## src/rtl/fifo_uart_tx_pkg.sv

```systemverilog
// Shared types and constants for the FIFO-draining 8N1 UART transmitter.
package fifo_uart_tx_pkg;

  typedef enum logic [2:0] {
    StIdle  = 3'd0,
    StFetch = 3'd1,
    StLoad  = 3'd2,
    StStart = 3'd3,
    StData  = 3'd4,
    StStop  = 3'd5
  } state_e;

  localparam int unsigned DefClksPerBit = 16;
  localparam int unsigned FrameBits     = 10;

endpackage

```

## src/rtl/fifo_uart_tx_baud.sv

```systemverilog
// Bit-period counter: runs 0..CLKS_PER_BIT-1 and wraps; held at zero while cleared.
module fifo_uart_tx_baud #(
  parameter int unsigned CLKS_PER_BIT = 16
) (
  input  logic clk,
  input  logic rst_n,
  input  logic i_clear,
  output logic o_bit_end,
  output logic o_bit_near_end
);

  localparam int unsigned CntW = (CLKS_PER_BIT > 1) ? $clog2(CLKS_PER_BIT) : 1;
  localparam logic [CntW-1:0] LastCnt = CntW'(CLKS_PER_BIT - 1);
  localparam logic [CntW-1:0] NearCnt = CntW'(CLKS_PER_BIT - 2);

  logic [CntW-1:0] r_cnt;

  always_ff @(posedge clk or negedge rst_n) begin
    if (!rst_n) begin
      r_cnt <= '0;
    end else if (i_clear || (r_cnt == LastCnt)) begin
      r_cnt <= '0;
    end else begin
      r_cnt <= r_cnt + CntW'(1);
    end
  end

  assign o_bit_end      = (r_cnt == LastCnt);
  // One cycle ahead of bit_end, so the owner can register a last-cycle pulse.
  assign o_bit_near_end = (r_cnt == NearCnt);

endmodule

```

## src/rtl/fifo_uart_tx.sv

```systemverilog
// Pops bytes from fifo_mem and sends each as an 8N1 frame; all outputs are registers.
module fifo_uart_tx
  import fifo_uart_tx_pkg::*;
#(
  parameter int unsigned DATA_W       = 8,
  parameter int unsigned CLKS_PER_BIT = DefClksPerBit
) (
  input  logic              clk,
  input  logic              rst_n,
  input  logic              i_enable,
  input  logic              i_fifo_empty,
  input  logic [DATA_W-1:0] i_fifo_data,
  output logic              o_fifo_rd,
  output logic              o_tx,
  output logic              o_busy,
  output logic              o_frame_done,
  output logic [15:0]       o_byte_count
);

  localparam int unsigned IdxW = (DATA_W > 1) ? $clog2(DATA_W) : 1;
  localparam logic [IdxW-1:0] LastIdx = IdxW'(DATA_W - 1);

  state_e            r_state;
  logic [DATA_W-1:0] r_shift;
  logic [IdxW-1:0]   r_bit_idx;
  logic              r_tx;
  logic              r_fifo_rd;
  logic              r_busy;
  logic              r_frame_done;
  logic [15:0]       r_byte_count;

  logic w_start_ok;
  logic w_baud_clr;
  logic w_bit_end;
  logic w_bit_near_end;

  assign w_start_ok = i_enable && !i_fifo_empty;
  assign w_baud_clr = (r_state == StIdle) || (r_state == StFetch) || (r_state == StLoad);

  fifo_uart_tx_baud #(
    .CLKS_PER_BIT (CLKS_PER_BIT)
  ) u_baud (
    .clk            (clk),
    .rst_n          (rst_n),
    .i_clear        (w_baud_clr),
    .o_bit_end      (w_bit_end),
    .o_bit_near_end (w_bit_near_end)
  );

  // tx is loaded with the level of the upcoming bit at each bit boundary.
  always_ff @(posedge clk or negedge rst_n) begin
    if (!rst_n) begin
      r_state      <= StIdle;
      r_shift      <= '0;
      r_bit_idx    <= '0;
      r_tx         <= 1'b1;
      r_fifo_rd    <= 1'b0;
      r_busy       <= 1'b0;
      r_frame_done <= 1'b0;
      r_byte_count <= '0;
    end else begin
      r_fifo_rd    <= 1'b0;
      r_frame_done <= (r_state == StStop) && w_bit_near_end;
      case (r_state)
        StIdle: begin
          if (w_start_ok) begin
            r_state   <= StFetch;
            r_fifo_rd <= 1'b1;
            r_busy    <= 1'b1;
          end
        end
        StFetch: r_state <= StLoad;
        StLoad: begin
          r_shift <= i_fifo_data;
          r_tx    <= 1'b0;
          r_state <= StStart;
        end
        StStart: begin
          if (w_bit_end) begin
            r_state   <= StData;
            r_bit_idx <= '0;
            r_tx      <= r_shift[0];
          end
        end
        StData: begin
          if (w_bit_end) begin
            r_shift <= r_shift >> 1;
            if (r_bit_idx == LastIdx) begin
              r_state <= StStop;
              r_tx    <= 1'b1;
            end else begin
              r_bit_idx <= r_bit_idx + IdxW'(1);
              r_tx      <= r_shift[1];
            end
          end
        end
        StStop: begin
          if (w_bit_end) begin
            r_byte_count <= r_byte_count + 16'd1;
            if (w_start_ok) begin
              r_state   <= StFetch;
              r_fifo_rd <= 1'b1;
            end else begin
              r_state <= StIdle;
              r_busy  <= 1'b0;
            end
          end
        end
        default: begin
          r_state <= StIdle;
          r_tx    <= 1'b1;
          r_busy  <= 1'b0;
        end
      endcase
    end
  end

  assign o_fifo_rd    = r_fifo_rd;
  assign o_tx         = r_tx;
  assign o_busy       = r_busy;
  assign o_frame_done = r_frame_done;
  assign o_byte_count = r_byte_count;

endmodule
```

## config.mk

```make
export PLATFORM = sky130hd
export DESIGN_NAME = fifo_uart_tx
export DESIGN_NICKNAME = d
export VERILOG_FILES = /design/src/rtl/fifo_uart_tx_pkg.sv /design/src/rtl/fifo_uart_tx_baud.sv /design/src/rtl/fifo_uart_tx.sv
export SDC_FILE = /design/constraint.sdc
export NUM_CORES = 1
export LEC_CHECK = 0
export CORE_MARGIN = 5
export CORE_UTILIZATION = 30
export DETAILED_ROUTE_END_ITERATION = 10
export GPL_TIMING_DRIVEN = 1
export PLACE_DENSITY = 0.57
export REMOVE_ABC_BUFFERS = 1
export SYNTH_ARGS = -nofsm -noshare
export SYNTH_HDL_FRONTEND = slang
export SYNTH_HIERARCHICAL = 1
export SYNTH_SLANG_ARGS = --single-unit
```

## constraint.sdc

```tcl
create_clock -name clk -period 5.2 [get_ports clk]
set_input_delay 0.52 -clock clk [delete_from_list [all_inputs] [get_ports clk]]
set_output_delay 0.52 -clock clk [all_outputs]
set_load 0.02 [all_outputs]
```

Word level (Yosys, flattened, before mapping)
Index checks and enable logic that the tools add are counted.

Register bits: 38. Input bits: 12. Output and inout port bits: 20. Word-level logic and storage cells: 71.

Add/sub/neg operators: 3. Equal/unequal tests: 15. Multiplexer cells: 25. Bitwise logic cells: 2. Reductions and logical operators: 17.

Operators by type and width (count): $mux 3 (8); $pmux 3 s6 (1); $add 16x1->16 const B (1); $pmux 8 s2 (1); $eq 3x3->1 const B (3); $mux 1 (9); $eq 4x4->1 const B (2); $mux 8 (1); $ne 2x2->1 const B (4); $reduce_and 4->1 (2); $eq 3x2->1 const B (2); $ne 2x1->1 const B (3); $pmux 3 s2 (1); $reduce_and 5->1 (1); $add 4x1->4 const B (1); $mux 4 (1); $pmux 1 s4 (1); $reduce_and 2->1 (2); $reduce_bool 2->1 (2); $reduce_or 4->1 (1); $add 3x1->3 const B (1); $eq 3x1->1 const B (1); $logic_not 3->1 (1); $logic_or 1x1->1 (3); other kinds (7) (9).

Depth between registers and ports, before layout
Word-level depth: 5. Mapped depth: 8. Gate-level depth less buffers: 6.

By module
Netlist, hierarchy kept.

Modules (own cells, without submodules): fifo_uart_tx (times used 1, cells each 154, area each 1686.6 µm², seq. area each 852.1 µm²); fifo_uart_tx_baud (times used 1, cells each 19, area each 200.2 µm², seq. area each 100.1 µm²).

Least setup slack after synthesis
OpenSTA, ideal clock, no wires.

Kind: register to register. Start: register u_baud.r_cnt[0]. End: register r_byte_count[13], in the netlist o_byte_count[13]. Setup time: 129 ps. Arrival time: 1523 ps. Data required time: 5071 ps. Setup slack: 3548 ps. Cell stages (with the launch flop): 7. Buffers on the path: 0. Period minus slack after synthesis: 1652 ps. Cell sequence: dfrtp_1 -> ha_1 -> and3_4 -> nand4b_4 -> nor3_4 -> nand4_1 -> xnor2_1.

Word-level cells in the longest chain between the ends: 2.

RTL lines: start, declared (line fifo_uart_tx_baud.sv:16) `logic [CntW-1:0] r_cnt;`; start signal, assigned (line fifo_uart_tx_baud.sv:24) `r_cnt <= r_cnt + CntW'(1);`; $eq 4x4->1 (line fifo_uart_tx_baud.sv:28) `assign o_bit_end = (r_cnt == LastCnt);`; via w_bit_end (line fifo_uart_tx.sv:34) `logic w_bit_end;`; $reduce_and 2->1 (no source line); end signal, assigned (line fifo_uart_tx.sv:99) `r_byte_count <= r_byte_count + 16'd1;`; end, declared (line fifo_uart_tx.sv:30) `logic [15:0] r_byte_count;`.

The timed path passes the listed nets, and every way through them passes these cells. A chain may end at the register's enable or synchronous reset.

Final worst setup path
Start: register r_tx, in the netlist o_tx. End: output port o_tx.

RTL lines: start, declared (line fifo_uart_tx.sv:26) `logic r_tx;`; start signal, assigned (line fifo_uart_tx.sv:82) `r_tx <= r_shift[0];`; start signal, assigned (line fifo_uart_tx.sv:93) `r_tx <= r_shift[1];`; end, declared (line fifo_uart_tx.sv:14) `output logic o_tx,`.

No word-level cell between the ends.

==> impl_summary.txt <==
----------------------------------------------------
[Status]
  Result of the run ... finished clean

[Final layout]
  Count of inserted antenna diode cells ... 0
  Fillcell total ... 613
  Most frequent cells in the layout ... 37 x sky130_fd_sc_hd__dfrtp_1, 30 x sky130_fd_sc_hd__clkdlybuf4s50_1, 15 x sky130_fd_sc_hd__nand2_1, 15 x sky130_fd_sc_hd__nor2_1
  Number of nets in the layout ... 221
  Fraction of final layout cells sized beyond drive strength 1 ... 7.39%
  Leading cell type in the layout, fill and taps excluded ... sky130_fd_sc_hd__dfrtp_1
  Area growth from synthesis to final layout ... 22.9%

[Place]
  Final HPWL from detailed placement ... 2.55 mm
  Total of buffers placed on input and output ports ... 31
  Final GP Congestion ... 0.713

[STA]
  Setup-failing EPs final ... 0
  Achievable Freq ... 519 MHz
  Worst setup skew after layout ... 3.43 ps
  Tightest slew margin relative to the limit ... 43.6%
  Number of endpoints with negative hold slack in the final report ... 0
  Final number of max-transition violations ... 0
  Final Critical Period ... 1930 ps
  Tcrit/Tclk final ... 37.1%
  Post-route worst hold slack ... 343 ps
  Unrepaired setup endpoints after global routing ... no
  Worst-margin pin slew ... 847 ps
  Final TNS setup ... 0 ps

[Routing]
  DRT iter0 DRCs ... 40
  Routed Antenna Nets ... 0
  DR WL/cell ... 12.5 microns
  WL final ... 3.48 mm
  Via count of the routed design ... 1318
  Number of iterations in the first detailed-routing pass ... 4
  DR DRC count ... 0
  Routed vias/inst ... 4.74

[Yosys]
  Number of synthesized flops with an enable pin ... 0
  Post-synthesis register bit count ... 38
  Mean post-synth cell area ... 10.9 sq um
  Synth Flop Type ... sky130_fd_sc_hd__dfrtp_1
  Mapped cell area ... 1890 sq um
  Proportion of synthesized flip-flops having asynchronous set or reset ... 100%
  Number of distinct library cells after synthesis ... 46
  Cell count after synthesis ... 173
  Sequential area share after synthesis ... 50.5%
  Warnings from Yosys ... 6

[Clocking]
  CTS Sinks ... 38
  Number of hold-repair buffers added at the cts stage ... 0
  CTS Buf Count ... 5
  Clock insertion delay at the later pin of the skew report ... 280 ps
  Cells resized by post-CTS repair ... 0
  CTS H-tree lvls ... 2
  Buffer depth of the longest clock path ... 2
  Post-CTS setup repair buffer count ... 0
  TritonCTS clock tree ... yes
  Root Buffer Master ... sky130_fd_sc_hd__clkbuf_8
  Clock slew seen by the registers of the worst setup and hold paths ... 70 ps

[Floorplan]
  Die width ... 89.3 microns
  Core footprint ... 6030 sq um
  Number of top-level pins ... 32
  Chip Height ... 89.3 microns
  Initial Util ... 31.3%
  Die Outline Area ... 7980 sq um
  Cell Rows ... 28

[Power and ir drop]
  Sum of internal, switching and leakage power ... 817 uW
  Leakage power of the design ... 0.000991 uW
  Ratio of total power to cell area ... 352 nW/um^2
  Highest ir drop seen on vdd ... 0.159 mV

[Global route]
  Global-route congestion overflow total ... 0
  Global router's overall resource usage ... 9.74%
  Largest net degree at the start of global routing ... 39
  Number of global-route vias before repair ... 1341
  Wire length of the first global-routing pass ... 6.03 mm
  Initial antenna violation count ... 0

[Worst setup path]
  Family with the most delay on the worst path ... buffers and inverters
  Endpoint arrival time on the critical path ... 1410 ps
  Class of the most critical setup path ... reg -> out
  Sort of element at the end of the critical path ... output port
  Worst Path Max Fanout ... 2
  Worst Setup Start Kind ... register
  FF-to-FF setup slack ... 3290 ps
  Crit path buf inv count ... 1
  Master of the slowest instance on the critical path ... sky130_fd_sc_hd__clkdlybuf4s50_1
  Critical path data required time ... 4680 ps
  Delay contributed by the slowest stage of the critical path ... 600 ps
  Cell-by-cell trace of the critical path ... clkdlybuf4s50_1

[Worst hold path]
  Hold crit path type ... in -> async

[Run]
  Count of max-cap constraint violations ... 0

----------------------------------------------------
[routing by layer]
layer	vias up	track usage [%]	part of all wire [%]
met4	0	2.03	0.89
met1	616	12.8	48
met2	28	15.9	45
met3	4	3.04	5.7
met5	-	0	0
li1	670	-	-
[where the power goes]
group | leakage, uW | switching, uW | internal, uW
Combinational | 0.000466 | 98.0 | 100
Clock | 0.0000431 | 90.8 | 102
Sequential | 0.000482 | 68.1 | 357
Total | 0.000991 | 257 | 560
[cells by family (layout without fill, tap and decap cells)]
group	count (synthesis)	count (layout)	share of synthesized area [%]
muxes	8	8	4.24
and+or+nand+nor	61	61	19.4
AOI/OAI and AO/OA	34	34	11.8
buffers and inverters	11	41	3.38
adders and majority gates	5	5	3.32
DFF	38	38	50.5
xor gates and xnor gates	16	16	7.43
[state kept, by name, indices dropped and copies added (netlist names)]
name and flops:
o_busy 1, o_byte_count 16, o_fifo_rd 1, o_frame_done 1, o_tx 1, r_bit_idx 3
r_shift 8, r_state 3, u_baud/r_cnt 4
[synthesized netlist by cell type (2+ instances only)]
master                      n  area [sq um]
sky130_fd_sc_hd__dfrtp_1   37           926
sky130_fd_sc_hd__nand2_1   15          56.3
sky130_fd_sc_hd__nor2_1    15          56.3
sky130_fd_sc_hd__a21oi_1   14          70.1
sky130_fd_sc_hd__xnor2_1   14           123
sky130_fd_sc_hd__mux2i_1    8          80.1
sky130_fd_sc_hd__ha_1       5          62.6
sky130_fd_sc_hd__nand3_1    5          25.0
sky130_fd_sc_hd__and3_1     4          25.0
sky130_fd_sc_hd__inv_1      4          15.0
sky130_fd_sc_hd__o21ai_0    4          20.0
sky130_fd_sc_hd__buf_2      3          15.0
sky130_fd_sc_hd__nand2b_1   3          18.8
sky130_fd_sc_hd__nand4_1    3          18.8
sky130_fd_sc_hd__a32o_1     2          20.0
sky130_fd_sc_hd__and2_1     2          12.5
sky130_fd_sc_hd__buf_6      2          22.5
sky130_fd_sc_hd__nor2b_1    2          12.5
sky130_fd_sc_hd__nor3_4     2          32.5
sky130_fd_sc_hd__o22a_1     2          17.5
sky130_fd_sc_hd__xor2_1     2          17.5
[path summary, 6_finish.rpt]
check,startpoint,to,cells past startpoint
worst max-delay path,o_tx,o_tx,1
worst min-delay path,rst_n,o_byte_count[2],1
worst max register to register,u_baud/r_cnt[0],o_byte_count[15],6
worst min register to register,o_byte_count[15],o_byte_count[15],1
max in group asynchronous,rst_n,o_byte_count[12],1
min in group clk,o_byte_count[15],o_byte_count[15],1
[cell type report]
type                       count  area [sq um]  share of cell area [%]
clock buffer                   6          82.6                    3.56
timing repair buffer          31           305                    13.2
inverter                       4          15.0                   0.647
multi-input combinational    124           871                    37.5
tap                           75          93.8                    4.05
sequential                    38           952                    41.0
[stage by stage]
stage          cells  cell area (sq um)  utilization, %  worst slack [ps]
6_report         278               2320            38.5              3270
5_1_grt          278               2320            38.5              3150
4_1_cts          278               2320            38.5              3250
3_5_place_dp     272               2240            37.1              3290
3_3_place_gp     272               2240            37.1              3370
2_1_floorplan    166               1840               -              3470
Note: power is estimated with default switching activity, not from simulation.
